===== src/rtl/fir_pkg.sv =====
// Shared constants for the symmetric FIR: default tap count, default low-pass
// coefficient set, FSM state encoding and the accumulator width helper.
package fir_pkg;

  localparam int FIR_DEF_TAPS = 32;

  localparam int FIR_DEF_COEF [FIR_DEF_TAPS/2] = '{
    35, 58, 103, 164, 245, 345, 463, 596,
    741, 891, 1040, 1181, 1304, 1404, 1474, 1511
  };

  typedef enum logic [1:0] {
    IDLE,
    MAC,
    FIN
  } fir_state_e;

  // Wide enough that TAPS/2 full-scale pre-add products can never overflow.
  function automatic int fir_accw(input int dw, input int cw, input int taps);
    return dw + 1 + cw + $clog2(taps / 2);
  endfunction

endpackage


===== src/rtl/fir_if.sv =====
// Sample handshake, filtered output and coefficient write port of the
// symmetric FIR, bundled with master (source) and slave (filter) views.
interface fir_if #(
  parameter int DW   = 12,
  parameter int CW   = 12,
  parameter int TAPS = 32
);

  localparam int AW = $clog2(TAPS / 2);

  logic                 in_valid;
  logic                 in_ready;
  logic signed [DW-1:0] din;
  logic                 out_valid;
  logic signed [DW-1:0] dout;
  logic                 sat;
  logic                 coef_we;
  logic [AW-1:0]        coef_addr;
  logic signed [CW-1:0] coef_wdata;

  modport master (
    output in_valid, din, coef_we, coef_addr, coef_wdata,
    input  in_ready, out_valid, dout, sat
  );

  modport slave (
    input  in_valid, din, coef_we, coef_addr, coef_wdata,
    output in_ready, out_valid, dout, sat
  );

endinterface


===== src/rtl/fir_coef_bank.sv =====
// Coefficient storage for the symmetric FIR. With FIR_COEF_WR_EN defined it is a
// writable register file reset to the package set; otherwise it is that constant set.
module fir_coef_bank
  import fir_pkg::*;
#(
  parameter int CW   = 12,
  parameter int TAPS = 32,
  localparam int AW  = $clog2(TAPS / 2)
) (
  input  logic                 clk,
  input  logic                 rst,
  input  logic                 we,
  input  logic                 wr_en,
  input  logic [AW-1:0]        wr_addr,
  input  logic signed [CW-1:0] wr_data,
  input  logic [AW-1:0]        rd_addr,
  output logic signed [CW-1:0] rd_data
);

  localparam int NC = TAPS / 2;

`ifdef FIR_COEF_WR_EN

  logic signed [CW-1:0] coef [NC];

  // Taps beyond the package set (longer filters) start out as zero.
  function automatic logic signed [CW-1:0] def_coef(input int idx);
    return (idx < FIR_DEF_TAPS / 2) ? CW'(FIR_DEF_COEF[idx]) : '0;
  endfunction

  always_ff @(posedge clk or negedge rst) begin
    if (!rst) begin
      for (int i = 0; i < NC; i++) coef[i] <= def_coef(i);
    end else if (we && wr_en) begin
      coef[wr_addr] <= wr_data;
    end
  end

  assign rd_data = coef[rd_addr];

`else

  if (TAPS != FIR_DEF_TAPS) begin : g_taps_check
    $error("fir_coef_bank: fixed coefficient set requires TAPS == FIR_DEF_TAPS");
  end

  logic unused_write_port;
  assign unused_write_port = ^{clk, rst, we, wr_en, wr_addr, wr_data};

  assign rd_data = CW'(FIR_DEF_COEF[rd_addr]);

`endif

endmodule


===== src/rtl/fir_sym_mac.sv =====
// Time-multiplexed symmetric FIR: one pre-add/multiply/accumulate per cycle, rounded,
// shifted and saturated output. Coefficient writes are enabled by FIR_COEF_WR_EN.
module fir_sym_mac
  import fir_pkg::*;
#(
  parameter int DW     = 12,
  parameter int CW     = 12,
  parameter int TAPS   = 32,
  parameter int OSHIFT = 11
) (
  input logic   clk,
  input logic   rst,
  fir_if.slave  bus
);

  localparam int NC   = TAPS / 2;
  localparam int KW   = $clog2(NC);
  localparam int XW   = $clog2(TAPS);
  localparam int PW   = DW + 1 + CW;
  localparam int ACCW = fir_accw(DW, CW, TAPS);

  localparam logic [KW-1:0]          K_LAST = KW'(NC - 1);
  localparam logic signed [ACCW-1:0] HALF   = ACCW'(1) << (OSHIFT - 1);
  localparam logic signed [ACCW-1:0] MAXV   = {{(ACCW-DW+1){1'b0}}, {(DW-1){1'b1}}};
  localparam logic signed [ACCW-1:0] MINV   = ~MAXV;

  fir_state_e state, state_next;

  logic [KW-1:0]          k;
  logic signed [DW-1:0]   x [TAPS];
  logic signed [ACCW-1:0] acc;
  logic signed [CW-1:0]   coef;
  logic [XW-1:0]          near_idx;
  logic [XW-1:0]          far_idx;
  logic signed [DW:0]     pre;
  logic signed [PW-1:0]   prod;
  logic signed [ACCW-1:0] rounded;
  logic signed [ACCW-1:0] shifted;
  logic                   idle;
  logic                   accept;
  logic signed [DW-1:0]   dout_q;
  logic                   sat_q;
  logic                   out_valid_q;

  assign idle          = (state == IDLE);
  assign accept        = idle && bus.in_valid;
  assign bus.in_ready  = idle;
  assign bus.out_valid = out_valid_q;
  assign bus.dout      = dout_q;
  assign bus.sat       = sat_q;

  // Writes are gated by idle, so the set is frozen while a sample is in flight.
  fir_coef_bank #(
    .CW   (CW),
    .TAPS (TAPS)
  ) u_coef_bank (
    .clk     (clk),
    .rst     (rst),
    .we      (bus.coef_we),
    .wr_en   (idle),
    .wr_addr (bus.coef_addr),
    .wr_data (bus.coef_wdata),
    .rd_addr (k),
    .rd_data (coef)
  );

  assign near_idx = XW'(k);
  assign far_idx  = XW'(TAPS - 1) - XW'(k);
  assign pre      = (DW+1)'(x[near_idx]) + (DW+1)'(x[far_idx]);
  assign prod     = PW'(pre) * PW'(coef);
  assign rounded  = acc + HALF;
  assign shifted  = rounded >>> OSHIFT;

  always_ff @(posedge clk or negedge rst) begin
    if (!rst) state <= IDLE;
    else      state <= state_next;
  end

  always_comb begin
    state_next = state;
    case (state)
      IDLE:    if (accept) state_next = MAC;
      MAC:     if (k == K_LAST) state_next = FIN;
      FIN:     state_next = IDLE;
      default: state_next = IDLE;
    endcase
  end

  // Delay line, MAC accumulator and the registered, saturated output stage.
  always_ff @(posedge clk or negedge rst) begin
    if (!rst) begin
      k           <= '0;
      acc         <= '0;
      dout_q      <= '0;
      sat_q       <= 1'b0;
      out_valid_q <= 1'b0;
      for (int i = 0; i < TAPS; i++) x[i] <= '0;
    end else begin
      out_valid_q <= 1'b0;
      case (state)
        IDLE: begin
          if (accept) begin
            x[0] <= bus.din;
            for (int i = 1; i < TAPS; i++) x[i] <= x[i-1];
            acc <= '0;
            k   <= '0;
          end
        end
        MAC: begin
          acc <= acc + ACCW'(prod);
          k   <= k + 1'b1;
        end
        FIN: begin
          out_valid_q <= 1'b1;
          k           <= '0;
          if (shifted > MAXV) begin
            dout_q <= MAXV[DW-1:0];
            sat_q  <= 1'b1;
          end else if (shifted < MINV) begin
            dout_q <= MINV[DW-1:0];
            sat_q  <= 1'b1;
          end else begin
            dout_q <= shifted[DW-1:0];
            sat_q  <= 1'b0;
          end
        end
        default: ;
      endcase
    end
  end

endmodule

===== src/flat_wrapper.sv =====
// flat-port wrapper written by rule: the top's interface ports become plain ports
module fir_sym_mac_flat import fir_pkg::*;
#(
  parameter int DW     = 12,
  parameter int CW     = 12,
  parameter int TAPS   = 32,
  parameter int OSHIFT = 11
)
  (clk, rst, bus_in_valid, bus_din, bus_coef_we, bus_coef_addr, bus_coef_wdata, bus_in_ready, bus_out_valid, bus_dout, bus_sat);
  fir_if #(.DW(DW), .CW(CW), .TAPS(TAPS)) bus_i ();
  input logic clk;
  input logic rst;
  input wire logic [$bits(bus_i.in_valid)-1:0] bus_in_valid;
  input wire logic [$bits(bus_i.din)-1:0] bus_din;
  input wire logic [$bits(bus_i.coef_we)-1:0] bus_coef_we;
  input wire logic [$bits(bus_i.coef_addr)-1:0] bus_coef_addr;
  input wire logic [$bits(bus_i.coef_wdata)-1:0] bus_coef_wdata;
  output wire logic [$bits(bus_i.in_ready)-1:0] bus_in_ready;
  output wire logic [$bits(bus_i.out_valid)-1:0] bus_out_valid;
  output wire logic [$bits(bus_i.dout)-1:0] bus_dout;
  output wire logic [$bits(bus_i.sat)-1:0] bus_sat;
  assign bus_i.in_valid = bus_in_valid;
  assign bus_i.din = bus_din;
  assign bus_i.coef_we = bus_coef_we;
  assign bus_i.coef_addr = bus_coef_addr;
  assign bus_i.coef_wdata = bus_coef_wdata;
  assign bus_in_ready = bus_i.in_ready;
  assign bus_out_valid = bus_i.out_valid;
  assign bus_dout = bus_i.dout;
  assign bus_sat = bus_i.sat;
  fir_sym_mac #(.DW(DW), .CW(CW), .TAPS(TAPS), .OSHIFT(OSHIFT)) u_core (.clk(clk), .rst(rst), .bus(bus_i));
endmodule

===== config.mk =====
export PLATFORM = sky130hd
export DESIGN_NAME = fir_sym_mac_flat
export DESIGN_NICKNAME = d
export VERILOG_FILES = /design/src/rtl/fir_pkg.sv /design/src/rtl/fir_if.sv /design/src/rtl/fir_coef_bank.sv /design/src/rtl/fir_sym_mac.sv /design/src/flat_wrapper.sv
export SDC_FILE = /design/constraint.sdc
export NUM_CORES = 1
export LEC_CHECK = 0
export ABC_AREA = 1
export BUFFER_PORTS_ARGS = -buffer_cell sky130_fd_sc_hd__clkbuf_2
export CORE_ASPECT_RATIO = 0.9
export CORE_MARGIN = 4
export CORE_UTILIZATION = 50
export DETAILED_ROUTE_END_ITERATION = 10
export PLACE_DENSITY = 0.68
export SKIP_CTS_REPAIR_TIMING = 1
export SLEW_MARGIN = 20
export SYNTH_ARGS = -nofsm -noshare
export SYNTH_HDL_FRONTEND = slang
export SYNTH_SLANG_ARGS = --single-unit
export TNS_END_PERCENT = 50

===== constraint.sdc =====
create_clock -name clk -period 7.6 [get_ports clk]
set_input_delay 0 -clock clk [delete_from_list [all_inputs] [get_ports clk]]
set_output_delay 0 -clock clk [all_outputs]
set_load 0.03 [all_outputs]

==> key figures, run 1 <==
Worst setup path
  • Reg2reg setup slack: 200 ps
  • Crit-path max FO: 10
  • Crit-path most repeated cell: nand2_1
  • Critical Path AT: 7890 ps
  • CP max stage delay: 550 ps
  • CP max-delay cell: fa_1
  • Worst Path Class, Setup: reg2reg
  • R2R Path Start: u_core.k[0]
  • Crit start category: flip-flop
  • Crit path required time: 8090 ps
  • Crit. End Element: flip-flop
  • R2R depth: 38
  • Crit path from: u_core.k[0]

Final layout
  • Filler cell count: approximately 4800
  • Core Util, Final: 59.4%
  • Layout area overhead: 17.5%
  • Share of post-route cells with drive strength above 1: 13.0%
  • Finished Layout Cells: about 4300
  • Layout net count: 3814
  • Diodes inserted: 0
  • Register area: 0.0108 mm²
  • Multi-input gate area: 0.0146 mm²

Synthesis
  • Mapped Area: approximately 0.027 mm²
  • Synth Warn #: 0
  • Number of synthesized register bits: 433
  • Synth top area cells: dfrtp_1, nand2_1, fa_1, o21ai_0, inv_1
  • Seq/Total Area, Yosys: 39.5%
  • Syn_nets: 3710
  • Post-synth top area cell: dfrtp_1
  • Post-Syn Area per Cell: 8.02 µm²
  • Async S/R FF share, synth: 100%
  • Number of synthesized flops with an enable pin: 0
  • Top cell type's share of synthesized area: 39.5%
  • Post-synth top flop: dfrtp_1
  • Post-synth cell types: 49
  • Synthesized instance count: roughly 3400

Floorplanning
  • DIE AREA: 0.0587 mm²
  • Boundary Pins: 47
  • DIE HEIGHT: 230 µm
  • Initial Util: between 50% and 60%
  • Row count: 81
  • Core area: between 0.05 and 0.06 mm²
  • Die X: 255 µm

Timing
  • Final worst slack: 203 ps
  • Period minus WS final: ~7400 ps
  • Setup TNS: 0 ps
  • Worst Max-Slew Pin Slew: 1210 ps
  • Layout Skew: 47.5 ps
  • Final hold vios: 0
  • Final period utilization: 97.3%
  • Max Clk Rate: 135 MHz
  • Final setup violation count: 0
  • Final Slew Violations: 0
  • Slew margin rel.: 19.2%
  • RSZ-0062 raised after global routing: yes

Global routing
  • Vias in the first global route: 21789
  • Initial antenna violation count: 1
  • Largest net degree at the start of global routing: approximately 290
  • Congestion Overflow GR: 0
  • First-pass GRT wire length: 113000 µm
  • All-Layer GR Usage: 23.6%

Clocking
  • Worst-path clk slew: 70 ps
  • CTS root buffer: clkbuf_16
  • Clock sink count: approximately 430
  • Worst-skew pair later-pin latency: 600 ps
  • Num CTS Buffers: between 40 and 50
  • CTS tree: yes
  • H-tree levels: 2
  • Bufs on Longest Clock Path: 3

Min path
  • Worst hold start: bus_in_valid
  • Worst min-delay path class: in2reg
  • Hold Path Stages: 4

Placed design
  • Post-place setup slack: -33.9 ps
  • GPL Wtd Cong: 0.943
  • Port bufs: 29
  • Dpl hpwl: 45400 µm
  • Placed Cells: 4139

Run status
  • Status: finished, final reports clean

Routing
  • Routed vias/inst: around 5.4
  • Final WL: 70700 µm
  • DRT iter0 DRCs: roughly 2000
  • DR WL/cell: ~17 µm
  • Post-route DRC: 0
  • Number of antenna-violating nets in the routed design: 0
  • Vias post-DR: 22839
  • DRT Pass-1 Iters: 6

Run
  • Max-cap violations: 0
-- placed cells by master (no fill, tap or decap), types with 13 or more instances in the layout --
master / synthesis / layout
a221oi_1: 33 / 26
o21ai_0: 517 / 485
ha_1: 86 / 60
inv_1: 550 / 543
o221ai_1: 25 / 23
a21oi_1: 86 / 64
clkbuf_8: 0 / 14
a21oi_2: 0 / 18
o21ai_1: 15 / 41
buf_4: 2 / 141
buf_12: 0 / 15
clkbuf_2: 0 / 28
fa_1: 172 / 168
o2111ai_1: 20 / 19
dfrtp_1: 433 / 429
a22oi_1: 21 / 20
nor2_1: 150 / 132
dlygate4sd3_1: 0 / 13
nand2_1: 941 / 915
ha_4: 0 / 24
nand3_1: 79 / 69
nor2_2: 5 / 19
nand2_2: 4 / 25
clkbuf_16: 0 / 56
xor2_1: 16 / 15
-- stage by stage --
stage	area (µm²)	hold slack, ps
finish	32200	24.0
global route	32200	31.4
CTS	30800	-477
detailed placement	29100	118
global placement	29100	119
floorplan	27400	-296
-- registers in the layout, summed over array words and instances (netlist names) --
signal,flops
u_core.state,2
u_core.bus.out_valid,1
u_core.x,384
u_core.bus.sat,1
u_core.k,4
u_core.bus.dout,12
u_core.acc,29
-- logic make-up (layout without fill, tap and decap cells) --
logic type / Yosys count / in the layout / synth area share (%)
xor gates and xnor gates: 30 / 30 / 1.01
buffers and inverters: 726 / 867 / 10.2
AOI/OAI and AO/OA: 755 / 755 / 15.4
and+or+nand+nor: 1218 / 1218 / 17.5
adders and majority gates: 258 / 258 / 16.5
DFF: 433 / 433 / 39.5
-- critical path, delay by kind of cell, from the launching register on --
kind,cells,cell delay (ps)
fa+ha+maj,7,3250
buf+inv,13,1600
simple gates,13,1470
flops,1,490
compound gates,5,440
-- final cells by class --
cell class,count,area share (%)
sequential,433,33.6
clock buffer,70,4.42
multi-input combinational,2261,45.4
timing repair buffer,217,6.27
tap,705,2.74
clock inverter,17,0.943
inverter,563,6.67
-- layer usage --
metal  vias up  track usage (%)  wire length (µm)
met5         -                0                 0
met4         0             5.81              1400
met3        90             3.81              4500
met2       630             35.8             32000
met1     11085             35.6             32800
li1      11034                -                 -
-- final timing paths --
| kind | to |
|---|---|
| setup / recovery | u_core.acc[23] |
| hold / removal | u_core.k[3] |
| setup reg to reg | u_core.acc[23] |
| max in group asynchronous | u_core.k[3] |
| min in group asynchronous | u_core.acc[7] |
| hold reg to reg | u_core.bus.dout[0] |
-- synth_stat cells, types with 21 or more instances --
library cell / count
fa_1: 172
inv_1: 550
nand3_1: 79
nand2_1: 941
a22oi_1: 21
a221oi_1: 33
clkbuf_1: 107
o221ai_1: 25
dfrtp_1: 433
buf_2: 41
a21oi_1: 86
o21ai_0: 517
ha_1: 86
nor2_1: 150
Power of run 1 is left out: the tool's default activity adds up to more than one toggle a clock period on the data nets, which glitch-free logic cannot reach.
==> run 2, diff against run 1 <==
--- a/config.mk
+++ b/config.mk
@@ -5,7 +5,6 @@
 export SDC_FILE = /design/constraint.sdc
 export NUM_CORES = 1
 export LEC_CHECK = 0
-export ABC_AREA = 1
 export BUFFER_PORTS_ARGS = -buffer_cell sky130_fd_sc_hd__clkbuf_2
 export CORE_ASPECT_RATIO = 0.9
 export CORE_MARGIN = 4
==> run 2 against run 1 <==
The flow now finishes with violations (setup timing). Design area is 4.3% higher. Clock-buffer cell count down 9. Wire length down 8.9%. Critical path depth decreased by 8. Setup slack worse by 840 ps. Flip-flop and latch count did not move. Area after synthesis is essentially flat.
==> key figures, run 2 <==
Worst setup path
  • R2R Path Start: u_core.k[0]
  • Crit Reg-Reg Endpoint: u_core.acc[26]
  • Crit-path max FO: 6 (-4)
  • Crit path required time: 8060 ps (-30 ps)
  • Critical Path AT: 8700 ps (+810 ps)
  • Worst Path Class, Setup: reg2reg
  • Crit start category: flip-flop
  • CP max stage delay: 560 ps (about the same)
  • Crit. End Element: flip-flop
  • Reg2reg setup slack: -640 ps (-840 ps)
  • WP depth: 30 (-21%)
  • Largest delay share family, worst path: adder cells
  • Worst path bufs/invs: 8 (-5)
  • Crit-path most repeated cell: fa_1
  • CP max-delay cell: fa_1
  • R2R depth: 30 (-21%)

Synthesis
  • Synthesized instance count: 2948 (-14%)
  • Post-synth top area cell: dfrtp_1
  • Synth top area cells: dfrtp_1, nand2_1, fa_1, mux4_2, ha_1
  • Number of synthesized flops with an enable pin: 0 (unchanged)
  • Top cell type's share of synthesized area: 39.5% (about the same)
  • Seq/Total Area, Yosys: 39.5% (about the same)
  • Synth Warn #: 0 (unchanged)
  • Count leader, synth: nand2_1
  • Commonest cells in the netlist: nand2_1, dfrtp_1, inv_1
  • Mapped Area: 0.0275 mm² (about the same)
  • Async S/R FF share, synth: 100% (unchanged)
  • Post-synth cell types: 78 (+59%)
  • Post-synth top flop: dfrtp_1
  • Syn_nets: 3238 (-13%)
  • Post-Syn Area per Cell: 9.31 µm² (+16%)
  • Number of synthesized register bits: 433 (unchanged)

Final layout
  • Layout net count: 3524 (-7.6%)
  • Max reg flops: 384 (unchanged)
  • Filler cell count: 4348 (-8.9%)
  • Largest register by flop count: u_core.x
  • Share of post-route cells with drive strength above 1: 22.7% (+9.7 points)
  • Layout area overhead: 22.5%
  • Multi-input gate area: 0.0160 mm² (+9.2%)
  • Commonest non-fill, non-tap cell in the layout: nand2_1
  • Register area: 0.0108 mm² (about the same)
  • Diodes inserted: 0 (unchanged)
  • Commonest cells after routing, fill and taps aside: nand2_1, dfrtp_1, buf_4, inv_1, fa_1

Run status
  • Status: finished, violations left
  • Failing checks: setup timing

Timing
  • RSZ-0062 raised after global routing: yes
  • Final setup violation count: 16 (+16)
  • Slew margin rel.: 21.5% (+2.3 points)
  • Worst hold slack: 106 ps (+81.9 ps)
  • Max Clk Rate: 121 MHz (-10%)
  • Final worst slack: -638 ps (-841 ps)
  • Final Slew Violations: 0 (unchanged)
  • Period minus WS final: 8240 ps (+841 ps)
  • Final period utilization: 108% (+11 points)
  • Worst Max-Slew Pin Slew: 1180 ps (-34.6 ps)
  • Layout Skew: 18.0 ps (-29.5 ps)
  • Final hold vios: 0 (unchanged)

Floorplanning
  • Row count: 81 (unchanged)
  • Core area: 0.0543 mm² (unchanged)
  • DIE AREA: 0.0587 mm² (about the same)
  • Initial Util: 50.6% (about the same)
  • Boundary Pins: 47 (unchanged)
  • Die X: 255 µm (about the same)
  • DIE HEIGHT: 230 µm (about the same)

Placed design
  • Post-place setup slack: -675 ps (-641 ps)
  • GPL Wtd Cong: 0.886 (-6.0%)
  • Port bufs: 29 (unchanged)
  • Dpl hpwl: 43500 µm (-4.2%)

Clocking
  • CTS root buffer: clkbuf_16
  • CTS tree: yes
  • Worst-path clk slew: 60 ps (about the same)
  • Worst-skew pair later-pin latency: 580 ps (-20 ps)
  • H-tree levels: 2 (unchanged)
  • Bufs on Longest Clock Path: 3 (unchanged)
  • Num CTS Buffers: 46 (-4.2%)
  • Clock sink count: 433 (unchanged)

Routing
  • Number of antenna-violating nets in the routed design: 0 (unchanged)
  • DRT iter0 DRCs: 1983 (-0.90%)
  • Vias post-DR: 21099 (-7.6%)
  • DRT Pass-1 Iters: 5 (-1)
  • Post-route DRC: 0 (unchanged)
  • Routed vias/inst: 5.31 (-0.83%)
  • Final WL: 64500 µm (-8.9%)
  • DR WL/cell: 16.2 µm (-2.2%)

Global routing
  • Largest net degree at the start of global routing: 215 (-25%)
  • All-Layer GR Usage: 21.8% (-1.8 points)
  • Initial antenna violation count: 0 (-1)
  • Congestion Overflow GR: 0 (unchanged)
  • First-pass GRT wire length: 105000 µm (-7.3%)
  • Vias in the first global route: 21015 (-3.6%)

Run
  • Max-cap violations: 0 (unchanged)

Min path
  • Worst min-delay path class: in2async
-- run 2: cell families (layout without fill, tap and decap cells) --
logic type / count (synthesis) / in the layout / synth area share (%)
buffers and inverters: 407 / 728 / 5.86
and+or+nand+nor: 1497 / 1497 / 22.0
AOI/OAI and AO/OA: 169 / 169 / 4.35
muxes: 124 / 124 / 9.95
DFF: 433 / 433 / 39.5
adders and majority gates: 258 / 258 / 16.5
xor gates and xnor gates: 60 / 60 / 1.91
-- run 2: final cells by class --
cell class                      instances  area share, %
Timing Repair Buffer                  388           9.81
Tap cell                              705           2.62
Multi-Input combinational cell       2108           47.5
Clock inverter                         22           1.16
Sequential cell                       433           32.2
Inverter                              257           2.89
Clock buffer                           61           3.83
-- run 2: layer usage --
metal	share of wire [%]	GRT usage [%]	up-vias
met5	0	0	-
met4	2.5	5.81	0
met3	4.8	3.87	112
met2	49	35.6	456
met1	43	30.3	10634
li1	-	-	9897
-- run 2: per-stage QoR --
step	utilization [%]	instances	TNS (ps)	area, µm²
floorplan	-	2948	-3340	27700
global placement	56.1	3829	-6110	30500
detailed placement	56.1	3829	-8230	30500
CTS	59.2	3912	-8670	32100
global route	61.9	3974	-10390	33600
finish	61.9	3974	-6940	33600
-- run 2: worst reg2reg max path, delay by kind of cell, from the launching register on --
kind	cells	cell delay (ps)
XOR/XNOR	1	210
adder cells (fa/ha/maj)	7	3130
buffers and inverters	8	740
AND/OR/NAND/NOR	3	220
multiplexers	2	1020
flip-flops	1	530
AO/OA/AOI/OAI	9	2260
-- run 2: worst max path at each step --
| stage | from | endpoint | slack (ps) |
|---|---|---|---|
| 2_1_floorplan | u_core.k[0] | u_core.acc[26] | -540 |
| 3_3_place_gp | u_core.k[0] | u_core.acc[23] | -550 |
| 3_5_place_dp | u_core.k[0] | u_core.acc[28] | -680 |
| 4_1_cts | u_core.k[0] | u_core.acc[23] | -700 |
| 5_1_grt | u_core.k[0] | u_core.acc[26] | -870 |
| 6_report | u_core.k[0] | u_core.acc[26] | -640 |
Power of run 2 is left out for the same reason.
